`src/rtl/iob_slave_port.sv`:
```
// iob_slave_port: CPU-side slave port onto the slow I/O bus.
// Posts a single write (CPU released at once), stalls reads until the
// I/O bus master acks, and times out requests the master never answers.
module iob_slave_port #(
   parameter int TO_W   = 8,
   parameter int TO_CYC = 200
) (
   input  logic FCLK,
   input  logic RST,
   input  logic BACT,
   input  logic IOSel,
   input  logic IOWE,
   input  logic IOACK,
   input  logic IOBERRi,
   output logic IOREQ,
   output logic IORW,
   output logic IOWRLE,
   output logic IORDLE,
   output logic Ready,
   output logic BERR,
   output logic WrErr
);
   typedef enum logic [1:0] {IDLE, WAITPOST, RDREQ, HOLD} state_t;

   state_t          state;
   logic            done;       // current CPU cycle already started
   logic            post_busy;  // a posted write is outstanding
   logic            aborted;    // CPU dropped BACT while we were still busy
   logic            ready_q;
   logic            berr_q;
   logic [TO_W-1:0] to_cnt;

   logic ack, tmo, start, cyc_gone, issue;

   // IOACK only counts against a live request; an ack on the timeout edge wins
   assign ack      = IOACK & IOREQ;
   assign tmo      = IOREQ & ~IOACK & (to_cnt == TO_W'(TO_CYC - 1));
   assign start    = (state == IDLE) & BACT & IOSel & ~done;
   assign cyc_gone = aborted | ~BACT;
   // issue from IDLE directly, or from WAITPOST once the post buffer frees up
   assign issue    = ~post_busy & (start | ((state == WAITPOST) & ~cyc_gone));

   // Ready/BERR must never show while the CPU cycle is gone
   assign Ready = ready_q & BACT;
   assign BERR  = berr_q & BACT;

   // Request handshake, post buffer tracking and cycle FSM
   always_ff @(posedge FCLK or posedge RST) begin
      if (RST) begin
         state     <= IDLE;
         done      <= 1'b0;
         post_busy <= 1'b0;
         aborted   <= 1'b0;
         ready_q   <= 1'b0;
         berr_q    <= 1'b0;
         to_cnt    <= '0;
         IOREQ     <= 1'b0;
         IORW      <= 1'b0;
         IOWRLE    <= 1'b0;
         IORDLE    <= 1'b0;
         WrErr     <= 1'b0;
      end else begin
         IOWRLE <= 1'b0;
         IORDLE <= 1'b0;

         if (!BACT)      done <= 1'b0;
         else if (start) done <= 1'b1;

         if (IOREQ) to_cnt <= to_cnt + TO_W'(1);

         // request completion, common to posted writes and reads
         if (ack || tmo) begin
            IOREQ <= 1'b0;
            if (!IORW) begin
               post_busy <= 1'b0;
               if ((ack && IOBERRi) || tmo) WrErr <= 1'b1;
            end
         end

         case (state)
            IDLE: begin
               aborted <= 1'b0;
               if (start && post_busy) state <= WAITPOST;
            end
            WAITPOST: begin
               if (!BACT) aborted <= 1'b1;
               // aborted cycle: the pending write drains, then drop the access
               if (!post_busy && cyc_gone) state <= IDLE;
            end
            RDREQ: begin
               if (!BACT) aborted <= 1'b1;
               if (ack || tmo) begin
                  IORDLE <= ack;
                  if (cyc_gone) begin
                     state <= IDLE;
                  end else begin
                     ready_q <= 1'b1;
                     berr_q  <= (ack && IOBERRi) || tmo;
                     state   <= HOLD;
                  end
               end
            end
            HOLD: begin
               if (!BACT) begin
                  ready_q <= 1'b0;
                  berr_q  <= 1'b0;
                  state   <= IDLE;
               end
            end
            default: state <= IDLE;
         endcase

         // new request; IOREQ is always low here so nothing above conflicts
         if (issue) begin
            IOREQ  <= 1'b1;
            to_cnt <= '0;
            if (IOWE) begin
               IORW      <= 1'b0;
               IOWRLE    <= 1'b1;
               post_busy <= 1'b1;
               ready_q   <= 1'b1;
               berr_q    <= 1'b0;
               state     <= HOLD;
            end else begin
               IORW  <= 1'b1;
               state <= RDREQ;
            end
         end
      end
   end
endmodule

```
`config.mk`:
```
export PLATFORM = sky130hd
export DESIGN_NAME = iob_slave_port
export DESIGN_NICKNAME = d
export VERILOG_FILES = /design/src/rtl/iob_slave_port.sv
export SDC_FILE = /design/constraint.sdc
export NUM_CORES = 1
export LEC_CHECK = 0
export CAP_MARGIN = 10
export CORE_ASPECT_RATIO = 1.25
export CORE_MARGIN = 2
export CORE_UTILIZATION = 50
export DETAILED_ROUTE_END_ITERATION = 7
export PLACE_DENSITY_LB_ADDON = 0.3
export SYNTH_ARGS = -nofsm -noshare
export SYNTH_HDL_FRONTEND = slang
export SYNTH_SLANG_ARGS = --single-unit
```
`constraint.sdc`:
```
create_clock -name FCLK -period 2.4 [get_ports FCLK]
set_input_delay 0.72 -clock FCLK [delete_from_list [all_inputs] [get_ports FCLK]]
set_output_delay 0.72 -clock FCLK [all_outputs]
set_load 0.02 [all_outputs]
```
==> metrics.txt, run 1 <==
synthesized area between 1000 and 1500 µm²; WS Path Type input port to output port; hold crit path type register to register; Synth Instances between 100 and 150; largest family of logic cells by synthesized area simple AND/OR/NAND/NOR gates; Worst EP required about 1.7 ns; CP Capture Type output port; Root Driver clkbuf_4; PwrDens 1022 nW/µm²; first-pass GRT wire length 3450 µm; initial antenna violation count 0; 1st-pass router iterations 4; wire length per cell about 14 µm; final WL roughly 2000 µm; ANT nets after route 0; TritonCTS clock tree yes; Netlist cell types 34; met2 WL post-DR approximately 1000 µm; flip-flop count of the largest register after layout 8; port buffer count 13; max layer used met4; Hold Slack a little under 0.5 ns; Clock transition at path regs 0.11 ns; dpl ws -0.2446 ns; crit path max fanout 3; DR iter-0 viols 3; Setup Viol. Count Final 0; worst skew pair latency between 0.2 and 0.3 ns; chip width 45.13 µm; number of global-route vias before repair 802; adder-cell share of the synthesized area under 10%; Post-CTS Setup Inserts 0; die height ~55 µm; footprint of the multi-input gates roughly 510 µm²; DRC 0; leakage between 0.5 and 0.6 nW; core box area just under 2000 µm²; RSZ-0062 raised after global routing false; Biggest register to_cnt; drt via density 5.646; Ant. Diodes 0; top cells by area, synth dfrtp_1 47%, ha_1 5.9%, xor2_1 3.3%; Layout Skew approximately 0.0053 ns; Die Area approximately 2500 µm²; syn avg cell area 10.26 µm²; pin count of the biggest net entering global routing 21; Fin Setup TNS 0 ns; Top Registers to_cnt (8), state (2); worst-margin pin slew approximately 0.31 ns; f_max 0.4270 GHz; Initial Utilization 53.35%; Final Hold Fails 0; most common library cells after synthesis 20 x dfrtp_1, 9 x nand2_1, 9 x nor2_1; register bit count reported by yosys 20; Syn-to-layout area delta 19.64%; register area share after synthesis 47.34%; Routability Congestion between 0.8 and 0.9; Yosys top cell by area dfrtp_1; synth warn 0; Post-synth EDFFs 0; Via Count 813; syn nets ~120; final setup margin ~0.058 ns; All-Layer GR Usage a little under a fifth; clk buf depth 2; fill count around 160; outcome finished, final reports clean; Nets 138; Register Area around 500 µm²; Worst Setup Start Kind input port; area fraction in compound gates after synthesis between 15 and 20%; ys async rst share between 90% and 100%; critical path data arrival time around 1.6 ns; Synth top area share a little under half; Max Slew Vio Count 0; crit share post-route roughly 98%; Main synth FF type dfrtp_1; Final min period 2.342 ns; row count 18; met3 wire len 47 µm; post-route core utilization between 60% and 70%; CTS Sinks 20; WL met1 between 800 and 900 µm; Post-DP HPWL ~1500 µm; CTS Hold Bufs 0; dominant cell by count in the synthesized netlist dfrtp_1; VDD IR max about 0.00061 V; Rel. slew slack about four fifths; multiplexer share of the synthesized area 0.9467%; Max Cap Violations 0; total gr overflow 0; layout cells sized above 1 12.10%; Post-Synth XOR/XNOR Area 4.142%; CTS buffer count 3; # IOs 14; H-Tree Level Count 1; Synth Area in Simple Gates between 20% and 30%
## timing repair
item	in CTS	in global routing
gates resized for setup	2	2
pin swaps	0	0
endpoints found under the setup margin	2	2
## where the power goes
group / switching [mW] / leakage, nW / total, mW / internal (mW)
registers: 0.112 / 0.256 / 0.560 / 0.448
logic: 0.297 / 0.328 / 0.579 / 0.282
clock network: 0.0961 / 0.0138 / 0.154 / 0.0584
total: 0.505 / 0.598 / 1.29 / 0.789
## cell type report
class / count / area share [%]
clock buffers: 3 / 1.780
inverters: 7 / 2.077
multi-input cells: 74 / 40.16
flip-flops and latches: 20 / 39.56
well taps: 20 / 1.978
repair buffers: 20 / 14.44
## cell usage in the layout, fill, tap and decap left out, types with 2 or more instances in the layout
cell	count
dfrtp_1	20
o21bai_1	2
o211ai_1	2
and3_2	2
clkbuf_4	3
clkdlybuf4s50_1	11
nor2b_1	2
nand4_1	3
inv_1	6
and3_1	2
ha_1	5
a21oi_1	6
o21ai_0	6
or3_1	2
xor2_1	4
clkdlybuf4s15_1	2
nor2_1	9
buf_4	7
o311ai_0	2
nand2_1	9
and2_1	3
## per-stage QoR
step                      total power, mW  std cells  cell area [µm²]
after floorplan                    0.9693        103             1057
after global placement              1.124        141             1242
after detailed placement            1.149        141             1242
after CTS                           1.305        144             1262
after global routing                1.404        144             1265
final                               1.293        144             1265
## cell families after synthesis
logic type,count (synthesis)
DFF,20
and+or+nand+nor,39
buffers and inverters,9
AOI/OAI and AO/OA,24
muxes,1
xor gates and xnor gates,5
adders and majority gates,5
## worst max-delay path, stage by stage
cell and delay, ns:
clkdlybuf4s50_1 0.49, and2_1 0.12, clkdlybuf4s15_1 0.29
## metal layers
metal	track usage, %	vias up
li1	-	405
met1	22.03	383
met2	31.22	16
met3	2.941	9
met4	9.244	0
met5	0	-
## worst paths after layout
check                           startpoint        end  slack (ns)  depth (start not counted)
worst max-delay path                  BACT       BERR        0.06                          3
worst min-delay path                 WrErr      WrErr        0.49                          1
worst max register to register    state[0]   state[0]        0.55                          7
worst min register to register       WrErr      WrErr        0.49                          1
max in group asynchronous              RST  to_cnt[7]        1.46                          3
min in group asynchronous              RST   state[1]        0.74                          3
No activity file was read; power rests on OpenSTA's default activity.
==> run 2: changes to the inputs <==
--- a/config.mk
+++ b/config.mk
@@ -14,3 +14,4 @@
 export SYNTH_ARGS = -nofsm -noshare
 export SYNTH_HDL_FRONTEND = slang
 export SYNTH_SLANG_ARGS = --single-unit
+export TNS_END_PERCENT = 20
==> results of run 2 <==
Same layout as run 1: the final DEF is identical, and so are final timing and power.
==> run 3: changes to the inputs <==
--- a/config.mk
+++ b/config.mk
@@ -6,7 +6,6 @@
 export NUM_CORES = 1
 export LEC_CHECK = 0
 export CAP_MARGIN = 10
-export CORE_ASPECT_RATIO = 1.25
 export CORE_MARGIN = 2
 export CORE_UTILIZATION = 50
 export DETAILED_ROUTE_END_ITERATION = 7
==> metrics.txt, run 3 (synthesis results as in run 1) <==
Rel. slew slack 74.65% (was 78.90%); die height 49.99 µm (was 55.41 µm); met3 wire len 108 µm (was 47 µm); Post-DP HPWL 1526 µm (was 1541 µm); All-Layer GR Usage 19.00% (was 18.63%); RSZ-0062 raised after global routing false (unchanged); crit path max fanout 3 (unchanged); FF-to-FF End state[0] (unchanged); Biggest register to_cnt (unchanged); dpl ws -0.2518 ns (was -0.2446 ns); TritonCTS clock tree yes (unchanged); Clock transition at path regs 0.10 ns (was 0.11 ns); chip width 49.99 µm (was 45.13 µm); Worst EP required 1.68 ns (about the same); PwrDens 1085 nW/µm² (was 1022 nW/µm²); Top Registers to_cnt (8), state (2) (unchanged); wire length per cell 13.40 µm (was 13.87 µm); R2R Setup Slk 0.61 ns (was 0.55 ns); most common cell after layout, fill and taps aside dfrtp_1 (unchanged); hold crit path type register to register (unchanged); Root Driver clkbuf_4 (unchanged); Max Slew Vio Count 0 (unchanged); total gr overflow 0 (unchanged); critical path data arrival time 1.62 ns (about the same); crit share post-route 97.45% (was 97.58%); final setup margin 0.06121 ns (was 0.05817 ns); VDD IR max 0.0008817 V (was 0.0006090 V); Syn-to-layout area delta 22.13% (was 19.64%); DRC 0 (unchanged); largest delay contributor family on the critical path buffers and inverters (unchanged); clk buf depth 2 (unchanged); Final Hold Fails 0 (unchanged); Setup crit start BACT (unchanged); Routability Congestion 0.7848 (was 0.8223); Worst path slowest cell clkdlybuf4s50_1 (unchanged); f_max 0.4276 GHz (was 0.4270 GHz); leakage 0.6059 nW (was 0.5979 nW); worst hold endpoint WrErr (unchanged); drt via density 5.384 (was 5.646); outcome finished, final reports clean (unchanged); pin count of the biggest net entering global routing 21 (unchanged); Initial Utilization 53.35% (unchanged); Layout Skew 0.01276 ns (was 0.005309 ns); most frequent cells in the layout 20 x dfrtp_1, 11 x clkdlybuf4s50_1, 9 x nor2_1, 9 x nand2_1 (was 20 x dfrtp_1, 11 x clkdlybuf4s50_1, 9 x nor2_1, 9 x nand2_1, 7 x buf_4); first-pass GRT wire length 3657 µm (was 3450 µm); Worst Setup Start Kind input port (unchanged); met2 WL post-DR 883 µm (was 1022 µm); fill count 156 (was 161); 1st-pass router iterations 4 (unchanged); hold-critical path depth 1 (unchanged); Max Cap Violations 0 (unchanged); Setup Viol. Count Final 0 (unchanged); layout cells sized above 1 12.90% (was 12.10%); initial antenna violation count 0 (unchanged); ANT nets after route 0 (unchanged); core box area 1982 µm² (unchanged); Die Area 2499 µm² (was 2501 µm²); Worst Path Buf+Inv 2 (unchanged); final cell count without fillers 151 (was 144); Reg2Reg Launch Point state[0] (unchanged); R2R cell count 7 (unchanged); number of global-route vias before repair 816 (was 802); final WL 2024 µm (was 1997 µm); flip-flop count of the largest register after layout 8 (unchanged); CTS Sinks 20 (unchanged); WL met1 1008 µm (was 884 µm); Ant. Diodes 0 (unchanged); CTS buffer count 3 (unchanged); Final min period 2.339 ns (was 2.342 ns); max layer used met4 (unchanged); worst skew pair latency 0.30 ns (was 0.29 ns); max incr delay on CP 0.49 ns (about the same); worst-margin pin slew 0.3755 ns (was 0.3125 ns); # IOs 14 (unchanged); WS Path Type input port to output port (unchanged); DR iter-0 viols 20 (was 3); Nets 137 (was 138); Cell Chain, Critical Path clkdlybuf4s50_1, and2_1, clkdlybuf4s15_1 (unchanged); H-Tree Level Count 1 (unchanged); number of instances in the placed design 147 (was 141); Hold Slack 0.5050 ns (was 0.4890 ns); hold_sp WrErr (unchanged); CP Capture Type output port (unchanged); Via Count 813 (unchanged); port buffer count 13 (unchanged); row count 16 (was 18)
## run 3: repair_timing
action | 4_1_cts | 5_1_grt
cloned | 0 | 0
hold buffers | 0 | 0
gates resized for setup | 2 | 3
endpoints found under the setup margin | 2 | 2
buffers inserted | 0 | 0
## run 3: metal layers
layer,vias to the layer above,GRT usage (%)
li1,407,-
met1,384,25.74
met2,20,28.73
met3,2,5.455
met4,0,6.944
met5,-,0
## run 3: worst max path at each step
stage	end	slack, ns	cells past startpoint
2_1_floorplan	state[0]	0.60	6
3_3_place_gp	BERR	-0.23	3
3_5_place_dp	Ready	-0.25	3
4_1_cts	Ready	0.02	3
5_1_grt	BERR	0.002	3
6_report	BERR	0.06	3
## run 3: worst reg2reg max path, stage by stage, from the launching register on
cell and delay (ns):
dfrtp_1 0.42, inv_1 0.08, ha_1 0.25, and3b_1 0.19, o21a_1 0.20, nand2_1 0.11
inv_2 0.06, or3b_1 0.37
## run 3: stage by stage
step	area (µm²)	power (mW)	util [%]	setup TNS, ns
after detailed placement	1244	1.138	62.75	-0.5007
after global routing	1291	1.517	65.15	0
final	1291	1.401	65.15	0
after CTS	1294	1.408	65.28	0
after global placement	1244	1.114	62.75	-0.4622
after floorplan	1057	0.9693	-	0
## run 3: final cells by class
class                      count  area [µm²]  area share, %
clock buffer                   3       22.52          1.744
inverter                       7       26.28          2.035
sequential                    20       500.5          38.76
timing repair buffer          19       170.2          13.18
tap                           27       33.78          2.616
multi-input combinational     74       508.0          39.34
clock inverter                 1       30.03          2.326
## run 3: power by group
group / internal (mW) / switching, mW
registers: 0.448 / 0.112
clock network: 0.169 / 0.100
logic: 0.276 / 0.296
total: 0.893 / 0.508
